==> src/rtl/ultrasonic_scan_scheduler.sv <==
`timescale 1ns/1ps
// Round-robin HC-SR04 scheduler: one shared echo timer triggers each enabled sensor in turn and stores cm results.
// Result appears one cycle after echo fall/timeout; no backpressure, dist_valid is a fire-and-forget strobe.
module ultrasonic_scan_scheduler #(
  parameter int N_SENSORS    = 4,
  parameter int CLK_FREQ_MHZ = 125,
  parameter int TRIG_US      = 10,
  parameter int ECHO_WAIT_US = 30000,
  parameter int MAX_ECHO_US  = 25000,
  parameter int GAP_US       = 60000
) (
  input  logic                         clk,
  input  logic                         rst,
  input  logic                         enable,
  input  logic [N_SENSORS-1:0]         sensor_mask,
  input  logic [N_SENSORS-1:0]         echo,
  output logic [N_SENSORS-1:0]         trig,
  output logic [16*N_SENSORS-1:0]      dist_flat,
  output logic                         dist_valid,
  output logic [$clog2(N_SENSORS)-1:0] dist_sel,
  output logic [N_SENSORS-1:0]         err_flags,
  output logic                         busy
);

  localparam int SW = $clog2(N_SENSORS);
  localparam int PW = (CLK_FREQ_MHZ > 1) ? $clog2(CLK_FREQ_MHZ) : 1;
  localparam logic [PW-1:0] PRESC_LAST = PW'(CLK_FREQ_MHZ - 1);
  localparam logic [15:0] TRIG_LAST = 16'(TRIG_US - 1);
  localparam logic [15:0] WAIT_LAST = 16'(ECHO_WAIT_US - 1);
  localparam logic [15:0] ECHO_LAST = 16'(MAX_ECHO_US - 1);
  localparam logic [15:0] GAP_LAST  = 16'(GAP_US - 1);
  localparam logic [15:0] NO_RESULT = 16'hFFFF;

  typedef enum logic [2:0] {IDLE, TRIG, WAIT_ECHO, MEASURE, STORE, GAP} state_t;

  state_t          state;
  logic [PW-1:0]   presc;
  logic            us_tick;
  logic [N_SENSORS-1:0] echo_m, echo_s, echo_d;
  logic [SW-1:0]   sel, ptr, nxt, sel_inc;
  logic [15:0]     tcnt, us_cnt, cm_cnt, result;
  logic [5:0]      sub58;
  logic            res_err;
  logic            echo_rise, echo_fall, mask_any, start;

  // First masked-in sensor at or after p, wrapping past the last sensor.
  function automatic logic [SW-1:0] pick(input logic [N_SENSORS-1:0] m, input logic [SW-1:0] p);
    logic [SW-1:0] r;
    logic [SW:0]   j;
    logic          found;
    r     = p;
    found = 1'b0;
    for (int i = 0; i < N_SENSORS; i++) begin
      j = {1'b0, p} + (SW+1)'(i);
      if (j >= (SW+1)'(N_SENSORS)) j = j - (SW+1)'(N_SENSORS);
      if (!found && m[j[SW-1:0]]) begin
        r     = j[SW-1:0];
        found = 1'b1;
      end
    end
    return r;
  endfunction

  always_comb begin
    us_tick   = (state != IDLE) && (presc == PRESC_LAST);
    echo_rise = echo_s[sel] & ~echo_d[sel];
    echo_fall = ~echo_s[sel] & echo_d[sel];
    mask_any  = |sensor_mask;
    nxt       = pick(sensor_mask, ptr);
    sel_inc   = (sel == SW'(N_SENSORS - 1)) ? '0 : sel + SW'(1);
    start     = enable && mask_any &&
                ((state == IDLE) || (state == GAP && us_tick && tcnt == GAP_LAST));
  end

  assign dist_sel = sel;

  always_ff @(posedge clk or negedge rst) begin
    if (!rst) begin
      echo_m <= '0;
      echo_s <= '0;
      echo_d <= '0;
    end else begin
      echo_m <= echo;
      echo_s <= echo_m;
      echo_d <= echo_s;
    end
  end

  always_ff @(posedge clk or negedge rst) begin
    if (!rst) begin
      state      <= IDLE;
      presc      <= '0;
      trig       <= '0;
      dist_flat  <= '0;
      dist_valid <= 1'b0;
      err_flags  <= '0;
      busy       <= 1'b0;
      sel        <= '0;
      ptr        <= '0;
      tcnt       <= '0;
      us_cnt     <= '0;
      cm_cnt     <= '0;
      sub58      <= '0;
      result     <= '0;
      res_err    <= 1'b0;
    end else begin
      dist_valid <= 1'b0;
      if (state != IDLE) presc <= us_tick ? '0 : presc + PW'(1);

      case (state)
        IDLE: ;
        TRIG: begin
          if (us_tick) begin
            if (tcnt == TRIG_LAST) begin
              trig  <= '0;
              tcnt  <= '0;
              state <= WAIT_ECHO;
            end else begin
              tcnt <= tcnt + 16'd1;
            end
          end
        end
        WAIT_ECHO: begin
          if (echo_rise) begin
            us_cnt <= '0;
            cm_cnt <= '0;
            sub58  <= '0;
            state  <= MEASURE;
          end else if (us_tick) begin
            if (tcnt == WAIT_LAST) begin
              result  <= NO_RESULT;
              res_err <= 1'b1;
              state   <= STORE;
            end else begin
              tcnt <= tcnt + 16'd1;
            end
          end
        end
        MEASURE: begin
          if (echo_fall) begin
            result  <= cm_cnt;
            res_err <= 1'b0;
            state   <= STORE;
          end else if (us_tick) begin
            // 58 us of echo per cm: a mod-58 sub-counter replaces the divider.
            us_cnt <= us_cnt + 16'd1;
            if (sub58 == 6'd57) begin
              sub58  <= '0;
              cm_cnt <= cm_cnt + 16'd1;
            end else begin
              sub58 <= sub58 + 6'd1;
            end
            if (us_cnt == ECHO_LAST) begin
              result  <= NO_RESULT;
              res_err <= 1'b1;
              state   <= STORE;
            end
          end
        end
        STORE: begin
          for (int k = 0; k < N_SENSORS; k++) begin
            if (sel == SW'(k)) begin
              dist_flat[16*k +: 16] <= result;
              err_flags[k]          <= res_err;
            end
          end
          dist_valid <= 1'b1;
          ptr        <= sel_inc;
          tcnt       <= '0;
          state      <= GAP;
        end
        GAP: begin
          if (us_tick) begin
            if (tcnt == GAP_LAST) begin
              busy  <= 1'b0;
              state <= IDLE;
            end else begin
              tcnt <= tcnt + 16'd1;
            end
          end
        end
        default: state <= IDLE;
      endcase

      // Selection and trigger launch shared by IDLE and the end of GAP.
      if (start) begin
        sel   <= nxt;
        trig  <= {{(N_SENSORS-1){1'b0}}, 1'b1} << nxt;
        presc <= '0;
        tcnt  <= '0;
        busy  <= 1'b1;
        state <= TRIG;
      end
    end
  end

endmodule

==> config.mk <==
export PLATFORM = sky130hd
export DESIGN_NAME = ultrasonic_scan_scheduler
export DESIGN_NICKNAME = d
export VERILOG_FILES = /design/src/rtl/ultrasonic_scan_scheduler.sv
export SDC_FILE = /design/constraint.sdc
export NUM_CORES = 1
export LEC_CHECK = 0
export ABC_AREA = 1
export ABC_CLOCK_PERIOD_IN_PS = 3500
export CAP_MARGIN = 20
export CORE_UTILIZATION = 37
export DETAILED_ROUTE_END_ITERATION = 7
export GPL_TIMING_DRIVEN = 0
export PLACE_DENSITY = 0.6
export SLEW_MARGIN = 15
export SYNTH_ARGS = -nofsm -noshare
export SYNTH_HDL_FRONTEND = slang
export SYNTH_SLANG_ARGS = --single-unit
==> constraint.sdc <==
create_clock -name clk -period 3.5 [get_ports clk]
set_input_delay 0.35 -clock clk [delete_from_list [all_inputs] [get_ports clk]]
set_output_delay 0.35 -clock clk [all_outputs]
set_load 0.01 [all_outputs]
==> results of run 1 <==
[registers in the layout, summed over array words and instances (netlist names), 6 cells and up]
signal     count
presc          7
result        16
us_cnt        16
dist_flat     64
tcnt          16
sub58          6
cm_cnt        16
[what timing repair did]
item | 4_1_cts | 5_1_grt
buffers inserted | 0 | 0
hold buffers | 1 | 0
endpoints found under the hold margin | 67 | 0
[cells in the final DEF, fill, tap and decap left out, types with 4 or more instances in the layout]
master,instances
o21ai_0,107
inv_2,8
nor3_1,29
nand3_1,98
ha_1,12
clkdlybuf4s50_1,85
a21oi_1,29
buf_6,7
nor2_1,95
inv_8,5
inv_1,95
dfrtp_1,171
clkinv_8,5
nand2_2,4
nor2_2,9
o21ai_1,8
xnor2_1,7
a22oi_1,5
buf_2,15
nand4_1,15
nand2_1,275
clkbuf_16,17
xor2_1,35
clkbuf_1,17
[logic make-up after synthesis]
logic type	after synthesis	synth area share (%)
xor gates and xnor gates	42	4.27
DFF	171	49.7
AOI/OAI and AO/OA	156	9.55
muxes	1	0.116
buffers and inverters	144	7.17
adders and majority gates	12	1.74
and+or+nand+nor	540	27.4
[report_power, final]
part	internal, mW	switching (mW)
Combinational	1.49	2.14
Sequential	2.59	0.426
Clock	1.04	0.931
[per-layer routing]
layer  GRT usage [%]  share of wire [%]
met1            27.5                 50
met2            30.6                 46
met3            3.36                2.6
met4            4.34               0.99
met5               0                  0
[cell type report]
type / count / area [sq um] / area share (%)
sequential: 171 / 4280 / 40.8
multi-input combinational: 751 / 3710 / 35.4
timing repair buffer: 88 / 903 / 8.61
clock buffer: 17 / 425 / 4.05
inverter: 104 / 392 / 3.73
tap: 285 / 357 / 3.40
buffer: 40 / 225 / 2.15
clock inverter: 15 / 201 / 1.92
[worst max-delay path, cell delays in order (launching register included)]
cell and delay, ns:
dfrtp_1 0.48, ha_1 0.28, nand2_1 0.09, nor2_2 0.16, nand2_1 0.14, inv_1 0.08, nand4_1 0.13, nand2_1 0.09
nand2_1 0.09, nand4_4 0.14, clkinv_2 0.14, buf_6 0.17, nand3_1 0.07, nand2_1 0.05
[worst max-delay path by stage]
stage	from	to	cells after the start
after floorplan	tcnt[0]	tcnt[10]	13
after global placement	rst	result[8]	1
after detailed placement	tcnt[0]	tcnt[10]	13
after CTS	tcnt[0]	tcnt[10]	13
after global routing	tcnt[0]	tcnt[4]	13
final	tcnt[0]	tcnt[10]	13
==> results by group, run 1 <==
Floorplan
  • Initial core utilization: 37.9%
  • Io pins: 87
  • Die height: 155 microns
  • Core Box Area: 0.0227 sq mm
  • Die area: 0.0239 sq mm
  • Row cnt: 55
  • Chip Width: 155 microns

Power
  • Final Power: 8.62 mW
  • Worst vdd ir: 392 uV
  • P per Cell Area: 822 mW/mm^2
  • Pleak: 4.91 nW

Run
  • Maxcap violations: 0

Yosys
  • Number of flops mapped to enable cells by yosys: 0
  • Synth warn: 0
  • Most frequent cells after synthesis: nand2_1, dfrtp_1, o21ai_0, nand3_1
  • Post-Syn Nets: 1,089
  • Syn Area/Cell: 8.07 sq um
  • Post-synth top flop: dfrtp_1
  • Post-synthesis cell type count: 37
  • Area contributors post-synth: dfrtp_1, nand2_1, o21ai_0
  • Count leader, synth: nand2_1
  • Post-synth top area share: 49.7%
  • FFs w/ async S/R, synth: 100%
  • Post-Synthesis Cells: 1,066
  • Synthesized area: 0.00861 sq mm
  • Largest area contributor in the netlist: dfrtp_1
  • Seq/Total Area, Yosys: 49.7%
  • Seq cells post-synth: 171

Placement
  • Placed insts: 1,438
  • Port-buffer cells: 86
  • DP Area: 0.00986 sq mm
  • Post-Place Setup Slack: 1.32 ns
  • Placer Congestion: 0.912
  • Detailed placement HPWL: 15.9 mm

Min path
  • Hold path startpoint: echo_m[3]
  • WHS Endpoint: echo_s[3]
  • Worst hold stages: 0
  • Worst min-delay path class: register to register

Setup path
  • Worst R2R Setup Slack: 1.28 ns
  • R2R Path End: tcnt[10]
  • Nature of the critical path endpoint: register
  • CP Class: register to register
  • Cells on worst reg2reg path: 13
  • Reg2Reg Launch Point: tcnt[0]
  • Critical path arrival: 2.55 ns
  • Crit path max fanout: 10
  • Data required, critical path: 3.82 ns
  • CP startpoint kind: register

Clock network
  • Max H-tree Level: 4
  • Clock-pin slew on the worst setup and hold paths: 0.08 ns
  • CTS resizes: 0
  • Cts bufs inserted: 17
  • CTS tree: yes
  • CTS sink cnt: 171
  • Clock buffer depth: 2
  • Root Buffer: clkbuf_16
  • Clk Latency, worst-skew pair: 0.44 ns

Timing
  • FMAX: 449 MHz
  • Setup WS post-layout: 1.28 ns
  • Max-slew violations: 0
  • Final count of hold timing violations: 0
  • Clock skew: 0.0143 ns
  • Final setup fails: 0
  • Measured slew at the worst slew-check pin: 0.554 ns
  • Max transition margin: 63.1%
  • RSZ-0062 raised after global routing: no
  • Final TNS setup: 0 ns
  • Min Hold Slack: 0.343 ns
  • Minimum clock period: 2.22 ns
  • Fin crit share: 63.6%

Route
  • Post-DRT Antenna Nets: 0
  • Pre-antenna DRT Iters: 5
  • Post-Route WL: 21.8 mm
  • Routed len/inst: 14.8 microns
  • Routed vias/inst: 4.96
  • DRT iter0 DRCs: 566
  • Via Count: 7,302
  • Post-route DRC: 0

Final layout
  • Post-Layout Cell Count: 1,471
  • Layout cells sized above 1: 7.50%
  • Final nets: 1,196
  • Util after Layout: 46.2%
  • Area grow syn2layout: 21.9%
  • Ant. Diodes: 0
  • Fin area: 0.0105 sq mm
  • Fillers: 2,212

Global route
  • Grt total ovfl: 0
  • Initial antenna violation count: 0
  • First-pass GRT wire length: 36.7 mm
  • Largest net degree at the start of global routing: 105
  • GRT Overall Usage: 19.3%
  • Vias in the first global route: 7,024

Run status
  • Status: finished clean
Note: power is estimated with default switching activity, not from simulation.
==> run 2, diff against run 1 <==
--- a/config.mk
+++ b/config.mk
@@ -6,7 +6,7 @@
 export NUM_CORES = 1
 export LEC_CHECK = 0
 export ABC_AREA = 1
-export ABC_CLOCK_PERIOD_IN_PS = 3500
+export ABC_CLOCK_PERIOD_IN_PS = 2200
 export CAP_MARGIN = 20
 export CORE_UTILIZATION = 37
 export DETAILED_ROUTE_END_ITERATION = 7
==> constraint.sdc (replaced) <==
create_clock -name clk -period 2.2 [get_ports clk]
set_input_delay 0.22 -clock clk [delete_from_list [all_inputs] [get_ports clk]]
set_output_delay 0.22 -clock clk [all_outputs]
set_load 0.01 [all_outputs]
==> results by group, run 2 (synthesis results as in run 1) <==
Setup path
  • Worst path depth: 11
  • Most used cell, CP: nand2_1
  • Worst path bufs/invs: 2
  • Critical path arrival: 2.41 ns
  • Worst path slowest cell: dfrtp_2
  • Critical-path cell list: ha_2 > nand2_1 > nor2_4 > nand4_1 > nor2_1 > nand2_1 > a21oi_2 > inv_2 > buf_6 > nand3_1 > nand2_1
  • Crit path max fanout: 10
  • Worst setup path startpoint: tcnt[0]
  • Delay-heaviest family, CP: simple AND/OR/NAND/NOR gates
  • CP Class: register to register
  • CP startpoint kind: register
  • Data required, critical path: 2.52 ns
  • CP max stage delay: 0.43 ns
  • Nature of the critical path endpoint: register
  • Reg2Reg Launch Point: tcnt[0]
  • Cells on worst reg2reg path: 11

Timing
  • Minimum clock period: 2.09 ns
  • Measured slew at the worst slew-check pin: 0.555 ns
  • Fin crit share: 95.0%
  • FMAX: 478 MHz
  • Clock skew: 0.0118 ns
  • Max-slew violations: 0
  • RSZ-0062 raised after global routing: no
  • Final TNS setup: 0 ns
  • Min Hold Slack: 0.223 ns
  • Final count of hold timing violations: 0
  • Final setup fails: 0
  • Max transition margin: 63.0%

Floorplan
  • Chip Width: 155 microns
  • Core Box Area: 0.0227 sq mm
  • Die height: 155 microns
  • Io pins: 87
  • Die area: 0.0239 sq mm
  • Initial core utilization: 37.9%
  • Row cnt: 55

Route
  • Post-Route WL: 21.8 mm
  • Post-DRT Antenna Nets: 0
  • Routed vias/inst: 4.95
  • Pre-antenna DRT Iters: 5
  • Post-route DRC: 0
  • Routed len/inst: 14.8 microns
  • DRT iter0 DRCs: 564
  • Via Count: 7,279

Clock network
  • Clock buffer depth: 2
  • CTS sink cnt: 171
  • Root Buffer: clkbuf_16
  • Clk Latency, worst-skew pair: 0.44 ns
  • Cts bufs inserted: 17
  • Max H-tree Level: 4
  • Clock-pin slew on the worst setup and hold paths: 0.07 ns
  • CTS tree: yes
  • Post-CTS setup repair buffer count: 0

Final layout
  • Ant. Diodes: 0
  • Area grow syn2layout: 22.1%
  • Multi-input gate area: 0.00372 sq mm
  • Fin area: 0.0105 sq mm
  • Final nets: 1,196
  • Fillers: 2,212
  • Max reg flops: 64
  • Seq. cell area: 0.00428 sq mm
  • Commonest non-fill, non-tap cell in the layout: nand2_1
  • Layout cells sized above 1: 7.93%
  • Util after Layout: 46.3%
  • Commonest cells after routing, fill and taps aside: nand2_1, dfrtp_1, o21ai_0
  • Largest register by flop count: dist_flat

Global route
  • Grt total ovfl: 0
  • Largest net degree at the start of global routing: 105
  • Vias in the first global route: 7,024
  • First-pass GRT wire length: 36.7 mm
  • Initial antenna violation count: 0
  • GRT Overall Usage: 19.3%

Power
  • Worst vdd ir: 624 uV
  • P per Cell Area: 1310 mW/mm^2
  • Final Power: 13.7 mW
  • Pleak: 4.91 nW

Placement
  • Placer Congestion: 0.912
  • DP Area: 0.00986 sq mm
  • Port-buffer cells: 86
  • Detailed placement HPWL: 15.9 mm

Run
  • Maxcap violations: 0

Min path
  • Worst min-delay path class: input port to register
  • Hold path startpoint: echo[2]
  • Worst hold stages: 1

Run status
  • Status: finished clean
==> run 2: timing repair <==
item	in CTS	in global routing
setup endpoints to repair	0	29
resized for setup	0	7
endpoints found under the hold margin	67	0
hold buffers	1	0
==> run 2: where the power goes <==
| group | internal, mW | total (mW) | switching [mW] |
|---|---|---|---|
| Combinational | 2.38 | 5.79 | 3.41 |
| Clock | 1.66 | 3.14 | 1.48 |
| Sequential | 4.13 | 4.81 | 0.676 |
==> run 2: path summary, 6_finish.rpt <==
kind                             endpoint  slack, ns
worst max-delay path             tcnt[10]       0.11
worst min-delay path            echo_m[2]       0.22
worst max register to register   tcnt[10]       0.11
worst min register to register  echo_s[3]       0.34
max in group asynchronous       cm_cnt[9]       1.00
min in group asynchronous        tcnt[10]       0.33
==> run 2: per-layer routing <==
layer  track usage [%]  vias up  wire length [microns]
met4              4.34        0                    218
met3              3.36       15                    568
met2              30.6      113                  10000
met5                 0        -                      0
li1                  -     3666                      -
met1              27.5     3485                  10900
==> run 2: worst register-to-register path, delay by kind of cell (launching register included) <==
family / cells / cell delay (ns)
simple gates: 7 / 0.78
flops: 1 / 0.43
buf+inv: 2 / 0.32
fa+ha+maj: 1 / 0.24
compound gates: 1 / 0.22
==> run 2: per-stage QoR <==
step / setup slack [ns] / instances
after floorplan: 0.427 / 1066
after global placement: -6.40 / 1437
after detailed placement: 0.0239 / 1438
after CTS: 0.0136 / 1471
after global routing: 0.00380 / 1471
final: 0.110 / 1471
==> run 2: final cells by class <==
| cell class | count | area share, % |
|---|---|---|
| multi-input combinational | 751 | 35.4 |
| buffer | 40 | 2.14 |
| clock inverter | 15 | 1.92 |
| clock buffer | 17 | 4.05 |
| tap | 285 | 3.39 |
| sequential | 171 | 40.7 |
| timing repair buffer | 88 | 8.60 |
| inverter | 104 | 3.74 |
